**config.mk**
```make
export PLATFORM = sky130hd
export DESIGN_NAME = trap_int_arbiter
export DESIGN_NICKNAME = d
export VERILOG_FILES = /design/src/rtl/trap_int_arbiter_pkg.sv /design/src/rtl/trap_int_arbiter_int_prio_tree.sv /design/src/rtl/trap_int_arbiter.sv
export SDC_FILE = /design/constraint.sdc
export NUM_CORES = 1
export LEC_CHECK = 0
export BUFFER_PORTS_ARGS = -buffer_cell sky130_fd_sc_hd__buf_4
export CORE_UTILIZATION = 55
export DETAILED_ROUTE_END_ITERATION = 12
export MAX_ROUTING_LAYER = met4
export PLACE_DENSITY_LB_ADDON = 0.12
export REMOVE_ABC_BUFFERS = 1
export SYNTH_ARGS = -nofsm -noshare
export SYNTH_HDL_FRONTEND = slang
export SYNTH_SLANG_ARGS = --single-unit
export TNS_END_PERCENT = 50
```
**constraint.sdc**
```tcl
create_clock -name clk -period 10.05 [get_ports clk]
set_input_delay 2.01 -clock clk [delete_from_list [all_inputs] [get_ports clk]]
set_output_delay 2.01 -clock clk [all_outputs]
set_load 0.03 [all_outputs]
```
**src/rtl/trap_int_arbiter_pkg.sv**
```systemverilog
// trap_int_arbiter_pkg: shared limits and arbiter FSM state encoding
package trap_int_arbiter_pkg;
  localparam int MAX_INTS = 64;
  typedef enum logic [1:0] {ARB_IDLE, ARB_REQ, ARB_ACK} arbState_t;
endpackage

```
**src/rtl/trap_int_arbiter_int_prio_tree.sv**
```systemverilog
// int_prio_tree: log2-depth max-priority reduction, lower index wins ties
module int_prio_tree #(
  parameter int N = 16,
  parameter int PRIO_W = 3,
  localparam int IW = $clog2(N)
) (
  input  logic [N-1:0]             valid,
  input  logic [N-1:0][PRIO_W-1:0] prio,
  output logic                     anyValid,
  output logic [PRIO_W-1:0]        winPrio,
  output logic [IW-1:0]            winIdx
);
  localparam int L = $clog2(N);
  localparam int P = 1 << L;
  for (genvar l = 0; l <= L; l++) begin : g_lvl
    localparam int W = P >> l;
    logic v [W];
    logic [PRIO_W-1:0] p [W];
    logic [IW-1:0] x [W];
    for (genvar k = 0; k < W; k++) begin : g_n
      if (l == 0 && k < N) begin : g_leaf
        assign v[k] = valid[k];
        assign p[k] = prio[k];
        assign x[k] = IW'(k);
      end else if (l == 0) begin : g_pad
        assign v[k] = 1'b0;
        assign p[k] = '0;
        assign x[k] = '0;
      end else begin : g_node
        logic pickL;
        // left child always holds the lower indices, so >= keeps ties low
        assign pickL = g_lvl[l-1].v[2*k] &&
                       (!g_lvl[l-1].v[2*k+1] || g_lvl[l-1].p[2*k] >= g_lvl[l-1].p[2*k+1]);
        assign v[k] = g_lvl[l-1].v[2*k] | g_lvl[l-1].v[2*k+1];
        assign p[k] = pickL ? g_lvl[l-1].p[2*k] : g_lvl[l-1].p[2*k+1];
        assign x[k] = pickL ? g_lvl[l-1].x[2*k] : g_lvl[l-1].x[2*k+1];
      end
    end
  end
  assign anyValid = g_lvl[L].v[0];
  assign winPrio  = g_lvl[L].p[0];
  assign winIdx   = g_lvl[L].x[0];
endmodule

```
**src/rtl/trap_int_arbiter.sv**
```systemverilog
// trap_int_arbiter: prioritised M/S interrupt arbiter with registered request and take handshake
module trap_int_arbiter
  import trap_int_arbiter_pkg::*;
#(
  parameter int NUM_INTS = 16,
  parameter int PRIO_W = 3,
  parameter logic [NUM_INTS-1:0] EDGE_MASK = '0,
  parameter bit S_SUPPORTED = 1'b1,
  localparam int IW = $clog2(NUM_INTS)
) (
  input  logic                clk,
  input  logic                resetn,
  input  logic [NUM_INTS-1:0] IntSrc,
  input  logic [NUM_INTS-1:0] IntEn,
  input  logic [NUM_INTS-1:0] IntDeleg,
  input  logic                PrioWrEn,
  input  logic [IW-1:0]       PrioWrIdx,
  input  logic [PRIO_W-1:0]   PrioWrData,
  input  logic [1:0]          PrivilegeModeW,
  input  logic                STATUS_MIE,
  input  logic                STATUS_SIE,
  input  logic                InstrValidM,
  input  logic                CommittedM,
  input  logic                CommittedF,
  input  logic                TakeM,
  output logic                IntReqM,
  output logic [IW-1:0]       IntCauseM,
  output logic                IntDelegateM,
  output logic [NUM_INTS-1:0] PendingM,
  output logic                IntPendingM
);
  if (NUM_INTS < 2 || NUM_INTS > MAX_INTS) begin : g_badNumInts
    $error("NUM_INTS out of range");
  end
  arbState_t state, nextState;
  logic [IW-1:0] cause, nextCause, mIdx, sIdx, winIdx;
  logic deleg, nextDeleg, mEn, sEn, mAny, sAny, winValid, winDeleg, latchedElig, higher, take;
  logic [NUM_INTS-1:0] srcQ, pendEdge, cand, mValid, sValid, effDeleg, clr;
  logic [NUM_INTS-1:0][PRIO_W-1:0] prio;
  logic [PRIO_W-1:0] mPrio, sPrio, winPrio;
  assign PendingM = (EDGE_MASK & pendEdge) | (~EDGE_MASK & srcQ);
  assign IntPendingM = |(PendingM & IntEn);
  for (genvar i = 0; i < NUM_INTS; i++) begin : g_cand
    assign cand[i] = PendingM[i] & IntEn[i] & |prio[i];
  end
  assign effDeleg = S_SUPPORTED ? IntDeleg : '0;
  assign mEn = (PrivilegeModeW != 2'b11) | STATUS_MIE;
  assign sEn = S_SUPPORTED & ((PrivilegeModeW == 2'b00) | ((PrivilegeModeW == 2'b01) & STATUS_SIE));
  assign mValid = cand & ~effDeleg & {NUM_INTS{mEn}};
  assign sValid = cand & effDeleg & {NUM_INTS{sEn}};
  int_prio_tree #(.N(NUM_INTS), .PRIO_W(PRIO_W)) mTree (
    .valid(mValid), .prio(prio), .anyValid(mAny), .winPrio(mPrio), .winIdx(mIdx));
  int_prio_tree #(.N(NUM_INTS), .PRIO_W(PRIO_W)) sTree (
    .valid(sValid), .prio(prio), .anyValid(sAny), .winPrio(sPrio), .winIdx(sIdx));
  assign winValid = mAny | sAny;
  assign winDeleg = ~mAny;
  assign winPrio = mAny ? mPrio : sPrio;
  assign winIdx = mAny ? mIdx : sIdx;
  // eligibility is judged in the class the source was latched in
  assign latchedElig = deleg ? sValid[cause] : mValid[cause];
  assign higher = winValid & ((deleg & ~winDeleg) | ((deleg == winDeleg) & (winPrio > prio[cause])));
  assign take = TakeM & IntReqM;
  assign clr = {{(NUM_INTS-1){1'b0}}, take} << cause;
  assign IntCauseM = cause;
  assign IntDelegateM = deleg & S_SUPPORTED & (PrivilegeModeW != 2'b11);
  always_comb begin
    nextState = state;
    nextCause = cause;
    nextDeleg = deleg;
    IntReqM = 1'b0;
    if (state == ARB_IDLE) begin
      if (winValid) begin
        nextState = ARB_REQ;
        nextCause = winIdx;
        nextDeleg = winDeleg;
      end
    end else if (state == ARB_REQ) begin
      IntReqM = latchedElig & InstrValidM & ~CommittedM & ~CommittedF;
      if (!latchedElig) nextState = ARB_IDLE;
      else if (TakeM & IntReqM) nextState = ARB_ACK;
      else if (higher) begin
        nextCause = winIdx;
        nextDeleg = winDeleg;
      end
    end else nextState = ARB_IDLE;
  end
  always_ff @(posedge clk or negedge resetn) begin
    if (!resetn) begin
      state <= ARB_IDLE;
      cause <= '0;
      deleg <= 1'b0;
      srcQ <= '0;
      pendEdge <= '0;
      prio <= {NUM_INTS{PRIO_W'(1)}};
    end else begin
      state <= nextState;
      cause <= nextCause;
      deleg <= nextDeleg;
      srcQ <= IntSrc;
      pendEdge <= EDGE_MASK & ((pendEdge & ~clr) | (IntSrc & ~srcQ));
      if (PrioWrEn) prio[PrioWrIdx] <= PrioWrData;
    end
  end
endmodule
```
== Word-level counts from Yosys, hierarchy flattened ==
Cells that the tools add are included.

* Flip-flop bits (word level): 71
* Bits of input ports: 66
* Output and inout port bits: 23
* Logic and storage cells: 343

* $lt $le $gt $ge: 26
* Equal/unequal tests: 7
* Multiplexer cells: 91
* Bitwise gates (word level): 84
* Reduce and logical (&&, ||, !) cells: 115

{| class="wikitable"
|+ Operators by type and width
! cell !! number
|-
| 3-bit 2-to-1 mux || 33
|-
| 4-bit 2-to-1 mux || 21
|-
| 16-bit bitwise AND || 5
|-
| 3-bit >= comparator || 22
|-
| 48-bit bitwise mux || 1
|-
| 3-bit OR reduction || 16
|-
| 1-bit bitwise AND || 41
|-
| 1-bit bitwise OR || 34
|-
| 1-bit logical AND || 31
|-
| 1-bit zero test || 30
|-
| 1-bit logical OR || 30
|-
| 1-bit 2-to-1 mux || 27
|-
| 16-bit inverter || 1
|-
| 16-bit OR reduction || 1
|-
| 3-bit binary-select mux with 4-bit select || 1
|-
| 3-bit demux with 4-bit select || 1
|-
| 4-bit by 5-bit less-than comparator with 1-bit output, second input constant || 2
|-
| 2-bit 2-to-1 mux || 5
|-
| 1-bit binary-select mux with 4-bit select || 2
|-
| 2-bit != test, second input constant || 3
|-
| 2-bit nonzero test || 3
|-
| 5-bit AND reduction || 1
|-
| 2-bit by 1-bit equality test with 1-bit output, second input constant || 2
|-
| 4-bit by 1-bit >= comparator with 1-bit output, second input constant || 1
|-
| other kinds (6) || 9
|}

== Logic depth before layout (Yosys ltp) ==
* Depth in word-level cells: 30
* Gate-level depth with buffers: 42
* Gate-level depth less buffers: 40

== Cells and area by module ==
From an unflattened synthesis, not the netlist that was laid out.

* Cells, all modules: 936
* Area, all modules: 8221.6 µm²

{| class="wikitable"
|+ Modules (own cells, without submodules)
! module !! times used !! cells each !! area each (µm²) !! seq. area each (µm²)
|-
| trap_int_arbiter || 1 || 376 || 4202.8 || 1796.7
|-
| int_prio_tree || 2 || 280 || 2009.4 || 0.0
|}

== Worst setup path before layout ==
OpenSTA, ideal clock, no wires.

* Path type: input -> register
* Start point: input PrivilegeModeW[0]
* End point: register cause[2], in the netlist IntCauseM[2]
* Library setup time: 125 ps
* Arrival: 9411 ps
* Data required time: 9925 ps
* Slack: 514 ps
* Cell stages on the path: 38
* Buffers on the path: 3
* Cells stage by stage: nor2b_1 or2_1 clkbuf_1 clkbuf_1 a211oi_1 mux2_2 ha_1 nand2b_1 a21oi_1 nor2b_1 or4_1 and3_1 o21ai_1 ha_1 nand2b_1 a21oi_1 nor2b_1 a2111o_1 (+2 left out) nor2_1 ha_1 nand2b_1 a21o_1 a211oi_1 o21a_1 inv_1 and2_0 buf_1 a211oi_1 o32ai_2 ha_1 nor2b_1 o21ai_0 a21oi_1 o21ai_0 o31ai_2 mux2_2

* Word-level cells in the longest chain between the ends: 27
* Elaborated cells between the ends (all ways): 208
* Those cells by class: order compare: 15; eq/ne: 5; mux: 49; bitwise: 45; reduce/logical: 94

{| class="wikitable"
|+ Ends and longest elaborated chain
! element !! RTL line !! text
|-
| from (decl) || trap_int_arbiter.sv:19 || <nowiki>input logic [1:0] PrivilegeModeW,</nowiki>
|-
| 2-bit by 1-bit equality test with 1-bit output || trap_int_arbiter.sv:48 || <nowiki>assign sEn = S_SUPPORTED & ((PrivilegeModeW == 2'b00) | ((PrivilegeModeW == 2'b01) & STATUS_SIE));</nowiki>
|-
| 1-bit bitwise AND || trap_int_arbiter.sv:48 ||
|-
| 1-bit bitwise OR || trap_int_arbiter.sv:48 ||
|-
| 16-bit bitwise AND || trap_int_arbiter.sv:50 || <nowiki>assign sValid = cand & effDeleg & {NUM_INTS{sEn}};</nowiki>
|-
| 1-bit zero test || trap_int_arbiter_int_prio_tree.sv:33 || <nowiki>(!g_lvl[l-1].v[2*k+1] || g_lvl[l-1].p[2*k] >= g_lvl[l-1].p[2*k+1]);</nowiki>
|-
| 1-bit logical OR || trap_int_arbiter_int_prio_tree.sv:33 ||
|-
| 1-bit logical AND || trap_int_arbiter_int_prio_tree.sv:32 || <nowiki>assign pickL = g_lvl[l-1].v[2*k] &&</nowiki>
|-
| 3-bit 2-to-1 mux || trap_int_arbiter_int_prio_tree.sv:35 || <nowiki>assign p[k] = pickL ? g_lvl[l-1].p[2*k] : g_lvl[l-1].p[2*k+1];</nowiki>
|-
| (+11 left out) || - ||
|-
| 3-bit 2-to-1 mux || trap_int_arbiter_int_prio_tree.sv:35 ||
|-
| 3-bit 2-to-1 mux || trap_int_arbiter.sv:57 || <nowiki>assign winPrio = mAny ? mPrio : sPrio;</nowiki>
|-
| 3-bit > comparator || trap_int_arbiter.sv:61 || <nowiki>assign higher = winValid & ((deleg & ~winDeleg) | ((deleg == winDeleg) & (winPrio > prio[cause])));</nowiki>
|-
| 1-bit bitwise AND || trap_int_arbiter.sv:61 ||
|-
| 1-bit bitwise OR || trap_int_arbiter.sv:61 ||
|-
| 1-bit bitwise AND || trap_int_arbiter.sv:61 ||
|-
| 2-bit nonzero test (no source line) || - ||
|-
| 5-bit AND reduction (no source line) || - ||
|-
| to (signal assigned) || trap_int_arbiter.sv:97 || <nowiki>cause <= nextCause;</nowiki>
|-
| to (decl) || trap_int_arbiter.sv:36 || <nowiki>logic [IW-1:0] cause, nextCause, mIdx, sIdx, winIdx;</nowiki>
|}

Several ways; a longest one is shown, not always the timed one. The select of a mux whose other input is x is not followed.
A chain may end at the register's enable or synchronous reset.

== Worst setup path in the final report ==
* Start point: input IntEn[5]
* End point: register cause[0], in the netlist IntCauseM[0]

* Word-level cells in the longest chain between the ends: 27
* Elaborated cells between the ends (all ways): 86
* Those cells by class: order compare: 7; eq/ne: 3; mux: 29; bitwise: 24; reduce/logical: 23

{| class="wikitable"
|+ Ends and longest elaborated chain
! element !! RTL line !! text
|-
| from (decl) || trap_int_arbiter.sv:14 || <nowiki>input logic [NUM_INTS-1:0] IntEn,</nowiki>
|-
| 1-bit bitwise AND (*) (2 in a row) || trap_int_arbiter.sv:44 || <nowiki>assign cand[i] = PendingM[i] & IntEn[i] & |prio[i];</nowiki>
|-
| 16-bit bitwise AND (on tied branches) (2 in a row) || trap_int_arbiter.sv:50, trap_int_arbiter.sv:49 ||
|-
| 1-bit zero test || trap_int_arbiter_int_prio_tree.sv:33 ||
|-
| 1-bit logical OR || trap_int_arbiter_int_prio_tree.sv:33 ||
|-
| 1-bit logical AND || trap_int_arbiter_int_prio_tree.sv:32 ||
|-
| 3-bit 2-to-1 mux || trap_int_arbiter_int_prio_tree.sv:35 ||
|-
| 3-bit >= comparator || trap_int_arbiter_int_prio_tree.sv:33 ||
|-
| 1-bit logical OR || trap_int_arbiter_int_prio_tree.sv:33 ||
|-
| (+9 left out) || - ||
|-
| 3-bit 2-to-1 mux || trap_int_arbiter_int_prio_tree.sv:35 ||
|-
| 3-bit 2-to-1 mux || trap_int_arbiter.sv:57 ||
|-
| 3-bit > comparator || trap_int_arbiter.sv:61 ||
|-
| 1-bit bitwise AND || trap_int_arbiter.sv:61 ||
|-
| 1-bit bitwise OR || trap_int_arbiter.sv:61 ||
|-
| 1-bit bitwise AND || trap_int_arbiter.sv:61 ||
|-
| 2-bit nonzero test (no source line) || - ||
|-
| 5-bit AND reduction (no source line) || - ||
|}

Mark *: on every way between the ends. The rest lies on a longest branch, timed or not. The select of a mux whose other input is x is not followed.

==> results.toml <==
[status]
outcome = "complete, no violations"

[drt]
drt-total-wl_mm = 24.14
drcViolationCount = 0
wl_per_cell_um = 22.23
drtAntennaViolNets = 0
vias_per_cell = 6.478
via_count = 7035
drt_iter0_markers = 839
dr.pass1.iters = 7

[timing]
drv_slew = 0
worst_pin_slew_ns = 0.9640
finClkSkew_ns = 0.007564
fmax_mhz = 106.4
rsz0062_at_grt = "false"
period_needed_ns = 9.399
holdWs_ns = 0.5747
setup_viol = 0
fin_crit_sh = 0.9352
fin_tns_setup_ns = 0
slew_headroom = 0.3573
hold_viol_final = 0

[global_routing]
grt_max_degree = 72
gr-usage-all-layers = 0.3811
grt_pass1_wl_mm = 36.87
antenna_found_initial = 2
grt_pass1_vias = 6757
gr-total-overflow = 0

[floorplan]
die_w_um = 116.7
die_h_um = 116.7
start_util = 0.5685
io_pins = 89
die_area_sq_um = 13610
core_sq_um = 12720
rows = 41

[worst_setup_path]
critPathMaxFanout = 9
cp-end-kind = "flop"
r2r-start = "prio[23]"
criticalPathCategory = "input pin to flop"
r2r_slack_ns = 1.55
crit_family = "compound AO/OA/AOI/OAI gates"
crit_required_ns = 10.28
reg2reg_depth = 41
arrival_ns = 9.63
crit_slowest_cell = "or3b_2"
r2r-end = "IntCauseM[0]"
cp-start-kind = "input pin"
timing.critical_path.buf_inv = 4
slowest_delay_ns = 0.51
startpoint = "IntEn[5]"

[power]
powerDensity_nw_per_um2 = 215.3
p_leak_nw = 3.873
vdd_drop_max_v = 0.0001367

[clocking]
numClockSinks = 71
path_clk_slew_ns = 0.06
cts_root_buf = "clkbuf_16"
cts_tree = "done"
cts_buffer_depth = 2
htreeDepth = 3
numCtsBuffers = 9
clk_latency_ns = 0.35

[place]
io_buffer_count = 88
gp_congestion = 1.032
dp_hpwl_mm = 18.94

[logic_synthesis]
yosysMostFrequentCell = "nand2_1"
ys_types = 88
synth_area_leaders = "dfrtp_1 (19%), ha_1 (11%), mux2_2 (7.2%)"
synth-edff-count = 0
synth_seq_area_share = 0.2484
synth_top_area_cell = "dfrtp_1"
synth_area_sq_um = 7232
synth_common_cells = "nand2_1 (82), nor2_1 (64), ha_1 (62)"
synthCells = 812
synthArstFlopShare = 1.000
ys_seq_elements = 71
syn_area_per_cell_sq_um = 8.906
netlist.area_leader.share = 0.1903
ys.flop_type = "dfrtp_1"
yosysWarnings = 0

[hold_path]
hold_end = "prio[18]"
hold_path.class = "flop to flop"
whs_path_depth = 2
worstHoldStart = "prio[18]"

[cells_and_area]
fill_cells = 1140
layout.nets = 1035
fin_util = 0.6669
drive_above_1_share = 0.2686
area_growth_pct = 17.32

[job]
cap_viol_max_count = 0
==> how the worst max path moves through the flow <==
| stage | endpoint | slack [ns] | cells after the start |
|---|---|---|---|
| after floorplan | IntCauseM[2] | 0.72 | 35 |
| after global placement | IntCauseM[0] | 0.45 | 38 |
| after detailed placement | IntCauseM[0] | 0.11 | 38 |
| after CTS | IntCauseM[0] | 0.41 | 38 |
| after global routing | IntCauseM[0] | 0.07 | 41 |
| final | IntCauseM[0] | 0.65 | 41 |
==> stage by stage <==
stage                     cells  instance area (sq um)  total power [W]  setup WS [ns]
after floorplan             793                   7149         0.001127         0.7236
after global placement     1066                   8123         0.001408         0.4468
after detailed placement   1066                   8123         0.001446         0.1093
after CTS                  1082                   8446         0.001802         0.4057
after global routing       1086                   8484         0.001945        0.06848
final                      1086                   8484         0.001826         0.6512
==> timing repair <==
action,in CTS,in global routing
setup buffers,0,2
hold buffers,0,0
setup endpoints to repair,0,5
endpoints found under the hold margin,0,0
gates resized for setup,0,5
==> layer usage <==
| layer | GRT usage | share of wire |
|---|---|---|
| met1 | 0.5154 | 0.43 |
| met2 | 0.5606 | 0.44 |
| met3 | 0.08666 | 0.10 |
| met4 | 0.1300 | 0.029 |
| met5 | - | 0 |
==> cell families after synthesis <==
group / count (synthesis) / synth area share
muxes: 111 / 0.1917
and+or+nand+nor: 290 / 0.2029
adders and majority gates: 67 / 0.1149
AOI/OAI and AO/OA: 199 / 0.2021
buffers and inverters: 74 / 0.03996
DFF: 71 / 0.2484
==> state kept, by name (all words and copies together), names as in the netlist <==
| signal | flops |
|---|---|
| deleg | 1 |
| prio | 48 |
| IntCauseM | 4 |
| PendingM | 16 |
| state | 2 |
==> layout by cell type, fill, tap and decap left out, types with 5 or more instances in the layout <==
master,Yosys,routed
or2_2,6,6
nand3_1,14,14
o22ai_1,7,7
a211o_1,5,5
nand2_1,82,81
inv_1,54,54
o21ai_0,42,42
nand4_1,7,7
nor3_1,20,20
dfrtp_1,55,55
buf_4,0,103
a21oi_1,50,50
o211ai_1,7,7
nand2b_1,24,24
and2_1,7,7
mux2i_1,47,46
or3_1,14,14
nor2_1,64,63
dfstp_2,16,16
mux2_2,46,46
nor2b_1,20,20
a31oi_1,10,10
mux4_2,14,14
clkbuf_16,0,9
a21o_1,7,7
ha_1,62,62
==> final cells by class <==
cell class | count | area (sq um) | area share
antenna | 2 | 5.005 | 0.0005899
inverter | 55 | 206.4 | 0.02433
timing repair buffer | 103 | 773.2 | 0.09114
sequential | 71 | 1797 | 0.2118
clock inverter | 6 | 93.84 | 0.01106
tap | 172 | 215.2 | 0.02536
multi-input combinational | 667 | 5165 | 0.6088
clock buffer | 10 | 229.0 | 0.02699
==> worst reg2reg max path, delay by kind of cell (launching register included) <==
family	cells	cell delay, ns
AOI/OAI and AO/OA	17	3.39
and+or+nand+nor	12	1.66
adders and majority gates	5	1.44
muxes	3	0.93
DFF	1	0.49
buffers and inverters	4	0.47
==> report_power, final <==
group          switching (W)  internal [W]
registers           0.000122      0.000358
clock network       0.000133      0.000219
logic               0.000551      0.000442
(Power assumes the default switching activity.)
